$ cat config.mk
export PLATFORM = sky130hd
export DESIGN_NAME = bram_sdp_bist_ctrl_flat
export DESIGN_NICKNAME = d
export VERILOG_FILES = /design/src/rtl/bram_sdp_bist_ctrl_pkg.sv /design/src/rtl/bram_sdp_bist_ctrl_if.sv /design/src/rtl/bram_sdp_bist_ctrl_checker.sv /design/src/rtl/bram_sdp_bist_ctrl.sv /design/src/flat_wrapper.sv
export SDC_FILE = /design/constraint.sdc
export NUM_CORES = 1
export LEC_CHECK = 0
export BUFFER_PORTS_ARGS = -buffer_cell sky130_fd_sc_hd__clkbuf_2
export CAP_MARGIN = 40
export CORE_ASPECT_RATIO = 2
export CORE_MARGIN = 8
export CORE_UTILIZATION = 56
export CTS_CLUSTER_DIAMETER = 50
export DETAILED_ROUTE_END_ITERATION = 12
export HOLD_SLACK_MARGIN = 0.06
export PLACE_DENSITY = 0.82
export RECOVER_POWER = 100
export SETUP_SLACK_MARGIN = 0.02
export SLEW_MARGIN = 20
export SYNTH_ARGS = -nofsm -noshare
export SYNTH_HDL_FRONTEND = slang
export SYNTH_SLANG_ARGS = --single-unit
$ cat constraint.sdc
create_clock -name clk -period 6.1 [get_ports clk]
set_input_delay 0.915 -clock clk [delete_from_list [all_inputs] [get_ports clk]]
set_output_delay 0.915 -clock clk [all_outputs]
set_load 0.02 [all_outputs]
$ cat src/rtl/bram_sdp_bist_ctrl_pkg.sv
// Shared types, constants and the address-derived test pattern for the BRAM BIST sequencer.
package bram_bist_pkg;

    typedef enum logic [1:0] {
        IDLE  = 2'd0,
        WRITE = 2'd1,
        READ  = 2'd2,
        DRAIN = 2'd3
    } bist_state_t;

    localparam logic [19:0] PAT_CONST = 20'h55000;
    localparam int          ERR_CNT_W = 16;

    // Pattern before truncation: v | v<<20 | PAT_CONST, optionally inverted, masked to width bits.
    function automatic logic [63:0] bist_pat(input logic [31:0] addr,
                                             input logic [31:0] offset,
                                             input logic        inv,
                                             input int unsigned width);
        logic [63:0] v;
        logic [63:0] p;
        logic [63:0] mask;
        v    = {32'd0, addr + offset};
        p    = v | (v << 20) | {44'd0, PAT_CONST};
        if (inv) begin
            p = ~p;
        end
        mask = (width >= 64) ? '1 : ((64'd1 << width) - 64'd1);
        return p & mask;
    endfunction

endpackage

$ cat src/rtl/bram_sdp_bist_ctrl_if.sv
// One half of a simple-dual-port BRAM: write port plus registered read port.
interface bram_sdp_bist_ctrl_if #(
    parameter int ADDR_WIDTH = 10,
    parameter int DATA_WIDTH = 18
);
    logic                  wce;
    logic [ADDR_WIDTH-1:0] wa;
    logic [DATA_WIDTH-1:0] wd;
    logic                  rce;
    logic [ADDR_WIDTH-1:0] ra;
    logic [DATA_WIDTH-1:0] rq;

    modport master (output wce, output wa, output wd, output rce, output ra, input rq);
    modport slave  (input wce, input wa, input wd, input rce, input ra, output rq);
endinterface

$ cat src/rtl/bram_sdp_bist_ctrl_checker.sv
// Read-back checker: aligns expected data with the 1-cycle BRAM read latency and
// accumulates a saturating mismatch count plus the address of the first mismatch.
module bram_bist_checker
    import bram_bist_pkg::*;
#(
    parameter int ADDR_WIDTH = 10,
    parameter int DATA_WIDTH = 18
) (
    input  logic                  clk,
    input  logic                  rst_n,
    input  logic                  clear,
    input  logic                  vld,
    input  logic [ADDR_WIDTH-1:0] addr,
    input  logic [DATA_WIDTH-1:0] exp_data,
    input  logic [DATA_WIDTH-1:0] rq,
    output logic [ERR_CNT_W-1:0]  err_cnt,
    output logic [ERR_CNT_W-1:0]  err_cnt_nxt,
    output logic [ADDR_WIDTH-1:0] first_err_addr
);

    logic                  vld_d;
    logic [DATA_WIDTH-1:0] exp_d;
    logic [ADDR_WIDTH-1:0] addr_d;
    logic                  mismatch;

    // Case inequality so an undriven or unknown read word is reported as a failure.
    assign mismatch    = vld_d && (rq !== exp_d);
    assign err_cnt_nxt = (mismatch && (err_cnt != '1)) ? err_cnt + ERR_CNT_W'(1) : err_cnt;

    always_ff @(posedge clk) begin
        if (!rst_n) begin
            vld_d          <= 1'b0;
            exp_d          <= '0;
            addr_d         <= '0;
            err_cnt        <= '0;
            first_err_addr <= '0;
        end else begin
            vld_d  <= vld;
            exp_d  <= exp_data;
            addr_d <= addr;
            if (clear) begin
                err_cnt        <= '0;
                first_err_addr <= '0;
            end else begin
                err_cnt <= err_cnt_nxt;
                if (mismatch && (err_cnt == '0)) begin
                    first_err_addr <= addr_d;
                end
            end
        end
    end

endmodule

$ cat src/rtl/bram_sdp_bist_ctrl.sv
// BIST sequencer for one BRAM half: write a pattern over a window, read it back, count mismatches.
// Optional BRAM_BIST_INV_PASS_EN adds a second write/read pass with the inverted pattern.
//   state | meaning
//   IDLE  | waiting for start; results held
//   WRITE | one pattern word written per cycle across the window
//   READ  | one word read per cycle; checker compares a cycle later
//   DRAIN | compare of the final read word, then done
module bram_sdp_bist_ctrl
    import bram_bist_pkg::*;
#(
    parameter int ADDR_WIDTH  = 10,
    parameter int DATA_WIDTH  = 18,
    parameter int BASE_ADDR   = 0,
    parameter int DEPTH       = 512,
    parameter int DATA_OFFSET = 0
) (
    input  logic                  clk,
    input  logic                  rst_n,
    input  logic                  start,
    output logic                  busy,
    output logic                  done,
    output logic                  pass,
    output logic [ERR_CNT_W-1:0]  err_cnt,
    output logic [ADDR_WIDTH-1:0] first_err_addr,
    bram_sdp_bist_ctrl_if.master  bram
);

    if ((DEPTH < 1) || (BASE_ADDR + DEPTH > (1 << ADDR_WIDTH))) begin : g_bad_window
        $error("bram_sdp_bist_ctrl: test window exceeds BRAM address space");
    end

    localparam logic [ADDR_WIDTH-1:0] BASE     = ADDR_WIDTH'(BASE_ADDR);
    localparam logic [ADDR_WIDTH-1:0] LAST_OFS = ADDR_WIDTH'(DEPTH - 1);

    bist_state_t           state;
    bist_state_t           state_nxt;
    logic [ADDR_WIDTH-1:0] rem;
    logic [ADDR_WIDTH-1:0] addr;
    logic                  last;
    logic                  accept;
    logic                  inv;
    logic [63:0]           pat;
    logic                  unused_pat;
    logic [ERR_CNT_W-1:0]  err_cnt_nxt;

    // rem counts down to the terminal word of the phase; address walks upward from BASE.
    assign last       = (rem == '0);
    assign addr       = BASE + (LAST_OFS - rem);
    assign accept     = (state == IDLE) && start && !done;
    assign busy       = (state != IDLE);
    assign unused_pat = ^pat[63:DATA_WIDTH];

`ifdef BRAM_BIST_INV_PASS_EN
    always_ff @(posedge clk) begin
        if (!rst_n) begin
            inv <= 1'b0;
        end else if (accept) begin
            inv <= 1'b0;
        end else if ((state == READ) && last) begin
            inv <= 1'b1;
        end
    end
`else
    assign inv = 1'b0;
`endif

    always_ff @(posedge clk) begin
        if (!rst_n) begin
            state <= IDLE;
        end else begin
            state <= state_nxt;
        end
    end

    always_comb begin
        state_nxt = state;
        case (state)
            IDLE:  if (accept) state_nxt = WRITE;
            WRITE: if (last) state_nxt = READ;
`ifdef BRAM_BIST_INV_PASS_EN
            READ:  if (last) state_nxt = inv ? DRAIN : WRITE;
`else
            READ:  if (last) state_nxt = DRAIN;
`endif
            DRAIN: state_nxt = IDLE;
            default: state_nxt = IDLE;
        endcase
    end

    always_comb begin
        pat      = bist_pat(32'(addr), 32'(DATA_OFFSET), inv, DATA_WIDTH);
        bram.wce = 1'b0;
        bram.wa  = '0;
        bram.wd  = '0;
        bram.rce = 1'b0;
        bram.ra  = '0;
        case (state)
            WRITE: begin
                bram.wce = 1'b1;
                bram.wa  = addr;
                bram.wd  = pat[DATA_WIDTH-1:0];
            end
            READ: begin
                bram.rce = 1'b1;
                bram.ra  = addr;
            end
            default: ;
        endcase
    end

    always_ff @(posedge clk) begin
        if (!rst_n) begin
            rem  <= '0;
            done <= 1'b0;
            pass <= 1'b0;
        end else begin
            done <= (state == DRAIN);
            if (state_nxt != state) begin
                rem <= LAST_OFS;
            end else if (!last) begin
                rem <= rem - ADDR_WIDTH'(1);
            end
            if (accept) begin
                pass <= 1'b0;
            end else if (state == DRAIN) begin
                pass <= (err_cnt_nxt == '0);
            end
        end
    end

    bram_bist_checker #(
        .ADDR_WIDTH (ADDR_WIDTH),
        .DATA_WIDTH (DATA_WIDTH)
    ) u_chk (
        .clk            (clk),
        .rst_n          (rst_n),
        .clear          (accept),
        .vld            (bram.rce),
        .addr           (bram.ra),
        .exp_data       (pat[DATA_WIDTH-1:0]),
        .rq             (bram.rq),
        .err_cnt        (err_cnt),
        .err_cnt_nxt    (err_cnt_nxt),
        .first_err_addr (first_err_addr)
    );

endmodule

$ cat src/flat_wrapper.sv
// flat-port wrapper written by rule: the top's interface ports become plain ports
module bram_sdp_bist_ctrl_flat import bram_bist_pkg::*;
#(
    parameter int ADDR_WIDTH  = 10,
    parameter int DATA_WIDTH  = 18,
    parameter int BASE_ADDR   = 0,
    parameter int DEPTH       = 512,
    parameter int DATA_OFFSET = 0
)
  (clk, rst_n, start, busy, done, pass, err_cnt, first_err_addr, bram_wce, bram_wa, bram_wd, bram_rce, bram_ra, bram_rq);
  bram_sdp_bist_ctrl_if #(.ADDR_WIDTH(ADDR_WIDTH), .DATA_WIDTH(DATA_WIDTH)) bram_i ();
  input  logic clk;
  input  logic rst_n;
  input  logic start;
  output logic busy;
  output logic done;
  output logic pass;
  output logic [ERR_CNT_W-1:0] err_cnt;
  output logic [ADDR_WIDTH-1:0] first_err_addr;
  output wire logic [$bits(bram_i.wce)-1:0] bram_wce;
  output wire logic [$bits(bram_i.wa)-1:0] bram_wa;
  output wire logic [$bits(bram_i.wd)-1:0] bram_wd;
  output wire logic [$bits(bram_i.rce)-1:0] bram_rce;
  output wire logic [$bits(bram_i.ra)-1:0] bram_ra;
  input wire logic [$bits(bram_i.rq)-1:0] bram_rq;
  assign bram_wce = bram_i.wce;
  assign bram_wa = bram_i.wa;
  assign bram_wd = bram_i.wd;
  assign bram_rce = bram_i.rce;
  assign bram_ra = bram_i.ra;
  assign bram_i.rq = bram_rq;
  bram_sdp_bist_ctrl #(.ADDR_WIDTH(ADDR_WIDTH), .DATA_WIDTH(DATA_WIDTH), .BASE_ADDR(BASE_ADDR), .DEPTH(DEPTH), .DATA_OFFSET(DATA_OFFSET)) u_core (.clk(clk), .rst_n(rst_n), .start(start), .busy(busy), .done(done), .pass(pass), .err_cnt(err_cnt), .first_err_addr(first_err_addr), .bram(bram_i));
endmodule
==> flow_summary.ini <==
[run_status]
status = complete, no violations

[floorplan]
die_x_um = 68.32
die_h_um = 120.6
core_area_um2 = 5373
dieArea_um2 = 8241
num_rows = 38
io_pins = 90
start_util_pct = 57.06

[setup_path]
startpoint = bram_rq[10]
r2r_slack_ps = 3300
cp_data_required_time_ps = 6360
cp-end-kind = flop
cpPeakStageDelay_ps = 530
reg2reg_depth = 10
cp-start-kind = input pin
reg2reg_from = u_core.rem[0]$_SDFFE_PN0P_
crit_fanout = 8
crit_chain = clkbuf_2 -> or4_1 -> a211oi_1 -> nand4_1 -> and3_1 -> a211oi_1 -> o221ai_2 -> o31ai_2
worst_path_most_repeated_cell = a211oi_1
critPathKind = in2reg
crit_arrival_ps = 3170
crit_family = simple AND/OR/NAND/NOR gates
cp.buffers_inverters = 1
critPathSlowestCell = or4_1
r2r_end = u_core.rem[9]$_SDFFE_PP0N_

[synth]
synth_common_cells = 65 x nor2_1, 62 x dfxtp_1, 20 x xor2_1
synthTopCellsByArea = dfxtp_1 40%, nor2_1 8.0%, xor2_1 5.7%
synth_ff_type = dfxtp_1
synth_most_common_cell = nor2_1
synthCells = 355
ys_seq_area_share_pct = 40.49
yosysTopAreaCell = dfxtp_1
synth_edf_count = 0
synthArstFlopShare_pct = 0
netlist_area_um2 = 3065
ys_types = 49
yosysTopAreaCellShare_pct = 40.49
ys_ff_latch = 62
synth_area_per_cell_um2 = 8.635
yosys_warnings = 0

[drt]
wl_per_cell_um = 16.00
via_per_inst = 5.551
drt_iter0_drc = 155
ant_nets = 0
vias = 2670
drc = 0
wl_um = 7694
drt_pass1_iterations = 7

[min_path]
holdPathStages = 2
worstHoldStart = u_core.u_chk.addr_d[8]$_SDFF_PN0_
holdPathEnd = u_core.u_chk.first_err_addr[8]$_SDFFE_PP0P_
hold_class = reg2reg

[clock_network]
post-cts-setup-buffer-count = 0
cts_tree = built
cts_buffers = 9
clkLatencyLatePin_ps = 340
cts_resized = 0
worst_setup_hold_path_clk_slew_ps = 70
cts_root_buf = clkbuf_8
htreeDepth = 3
cts_buffer_depth = 2
ctsHoldBuffers = 0
tritoncts_num_sinks = 62

[grt]
grt_pass1_wl_um = 12420
grt_usage_pct = 19.65
grt_max_degree = 27
grt_overflow = 0
antenna_found_initial = 0
grt_pass1_vias = 2803

[pwr]
power_frac_comb_pct = 12.5
seqPwrFrac_pct = 47.6
p_sw_share_pct = 27.25
p_clk_share_pct = 39.8
p_int_uw = 691.2
switching_power_uw = 258.9
power.density_nw_per_um2 = 276.3
total_leakage_power_uw = 0.001365
max-vdd-ir-drop_v = 0.0002935

[sta]
hold_viol = 0
period_share_pct = 47.80
maxSlewHeadroom_pct = 15.66
min_period_ps = 2916
rsz0062_at_grt = false
fin_setup_tns_ps = 0
worst_slew_pin_slew_ps = 1252
fmaxAchievable_ghz = 0.3430
maxSlewViolCount = 0
setup_violations = 0
fin_skew_ps = 3.866

[flow_run]
drv_cap = 0

[layout]
area_growth_pct = 12.16
nets = 441
seqCellArea_um2 = 1241
multi_input_area_um2 = 1520
stdcell_count = 481
fin_area_um2 = 3438
num_antenna_cells = 0
drive_above_1_share_pct = 11.16
final.fill_count = 534

[place]
port-buffer-count = 84
place.gp.congestion = 0.8971
hpwl_um = 5852
placed_cells = 466
dpl_cell_area_um2 = 3349
[cell usage in the layout (no fill, tap or decap), types with 6 or more instances in the layout]
master	Yosys	final
nand4_1	8	9
clkbuf_8	0	9
nor2_1	65	65
clkbuf_1	13	68
a21oi_1	6	6
xnor2_1	16	16
a21boi_0	5	7
nor3_1	9	9
nor2b_1	10	10
dfxtp_1	62	62
xor2_1	20	20
nand2_1	17	17
mux2i_1	13	13
clkbuf_2	0	19
inv_1	14	14
o21ai_0	6	8
and3_1	7	7
nand3_1	7	7
[per-stage QoR]
step | power [uW] | worst slack, ps | utilization, % | hold slack, ps
2_1_floorplan | 556.0 | 3376 | - | 440.3
3_3_place_gp | 583.5 | 3162 | 62.25 | 448.0
3_5_place_dp | 588.2 | 3100 | 62.34 | 460.4
4_1_cts | 965.2 | 3452 | 66.12 | 475.8
5_1_grt | 990.8 | 3040 | 64.00 | 504.4
6_report | 950.1 | 3184 | 64.00 | 472.3
[layout make-up]
| cell class | count | share of cell area [%] |
|---|---|---|
| clock buffer | 10 | 3.712 |
| sequential | 62 | 36.10 |
| tap | 60 | 2.183 |
| timing repair buffer | 86 | 10.08 |
| clock inverter | 5 | 2.183 |
| multi-input combinational | 244 | 44.21 |
| inverter | 14 | 1.528 |
[power by group through the flow]
stage	clock network [uW]	logic, uW	registers (uW)
after CTS	386	127	452
after detailed placement	0	127	462
after global placement	0	122	461
after floorplan	0	111	445
after global routing	405	132	455
final	378	119	453
[flip-flops by register name (all words and copies together) (netlist names)]
name,cells
u_core.u_chk.exp_d,11
u_core.done,1
u_core.pass,1
u_core.state,2
u_core.rem,10
u_core.u_chk.first_err_addr,10
u_core.u_chk.vld_d,1
u_core.u_chk.err_cnt,16
u_core.u_chk.addr_d,10
[routing by layer]
metal	share of wire [%]	vias up	GRT usage [%]
met5	0	-	0
met4	5.0	0	15.10
met3	6.6	38	5.097
met2	53	131	33.43
met1	35	1227	18.95
li1	-	1274	-
[worst max path at each step]
stage                                to  slack [ps]  cells after the start
2_1_floorplan  u_core.pass$_SDFFE_PP0P_        3380                      8
3_3_place_gp   u_core.pass$_SDFFE_PP0P_        3160                      8
3_5_place_dp   u_core.pass$_SDFFE_PP0P_        3100                      8
4_1_cts        u_core.pass$_SDFFE_PP0P_        3450                      8
5_1_grt        u_core.pass$_SDFFE_PP0P_        3040                      8
6_report       u_core.pass$_SDFFE_PP0P_        3180                      8
[worst reg2reg max path, stage by stage (launching register included)]
cell	delay, ps
dfxtp_1	390
inv_1	130
ha_1	160
inv_1	80
or3_1	380
nor4_1	460
clkbuf_1	360
nand2_1	110
o21ai_0	90
o22ai_1	270
and3_1	270
[logic make-up (layout without fill, tap and decap cells)]
group | after synthesis | count (layout) | share of synthesized area (%)
AND/OR/NAND/NOR | 155 | 155 | 26.00
flip-flops | 62 | 62 | 40.49
buffers and inverters | 53 | 115 | 9.510
XOR/XNOR | 36 | 36 | 10.29
AO/OA/AOI/OAI | 31 | 31 | 7.388
multiplexers | 14 | 14 | 4.979
adder cells (fa/ha/maj) | 3 | 3 | 1.225
other | 1 | 5 | 0.1223
No activity file was read; power rests on OpenSTA's default activity.
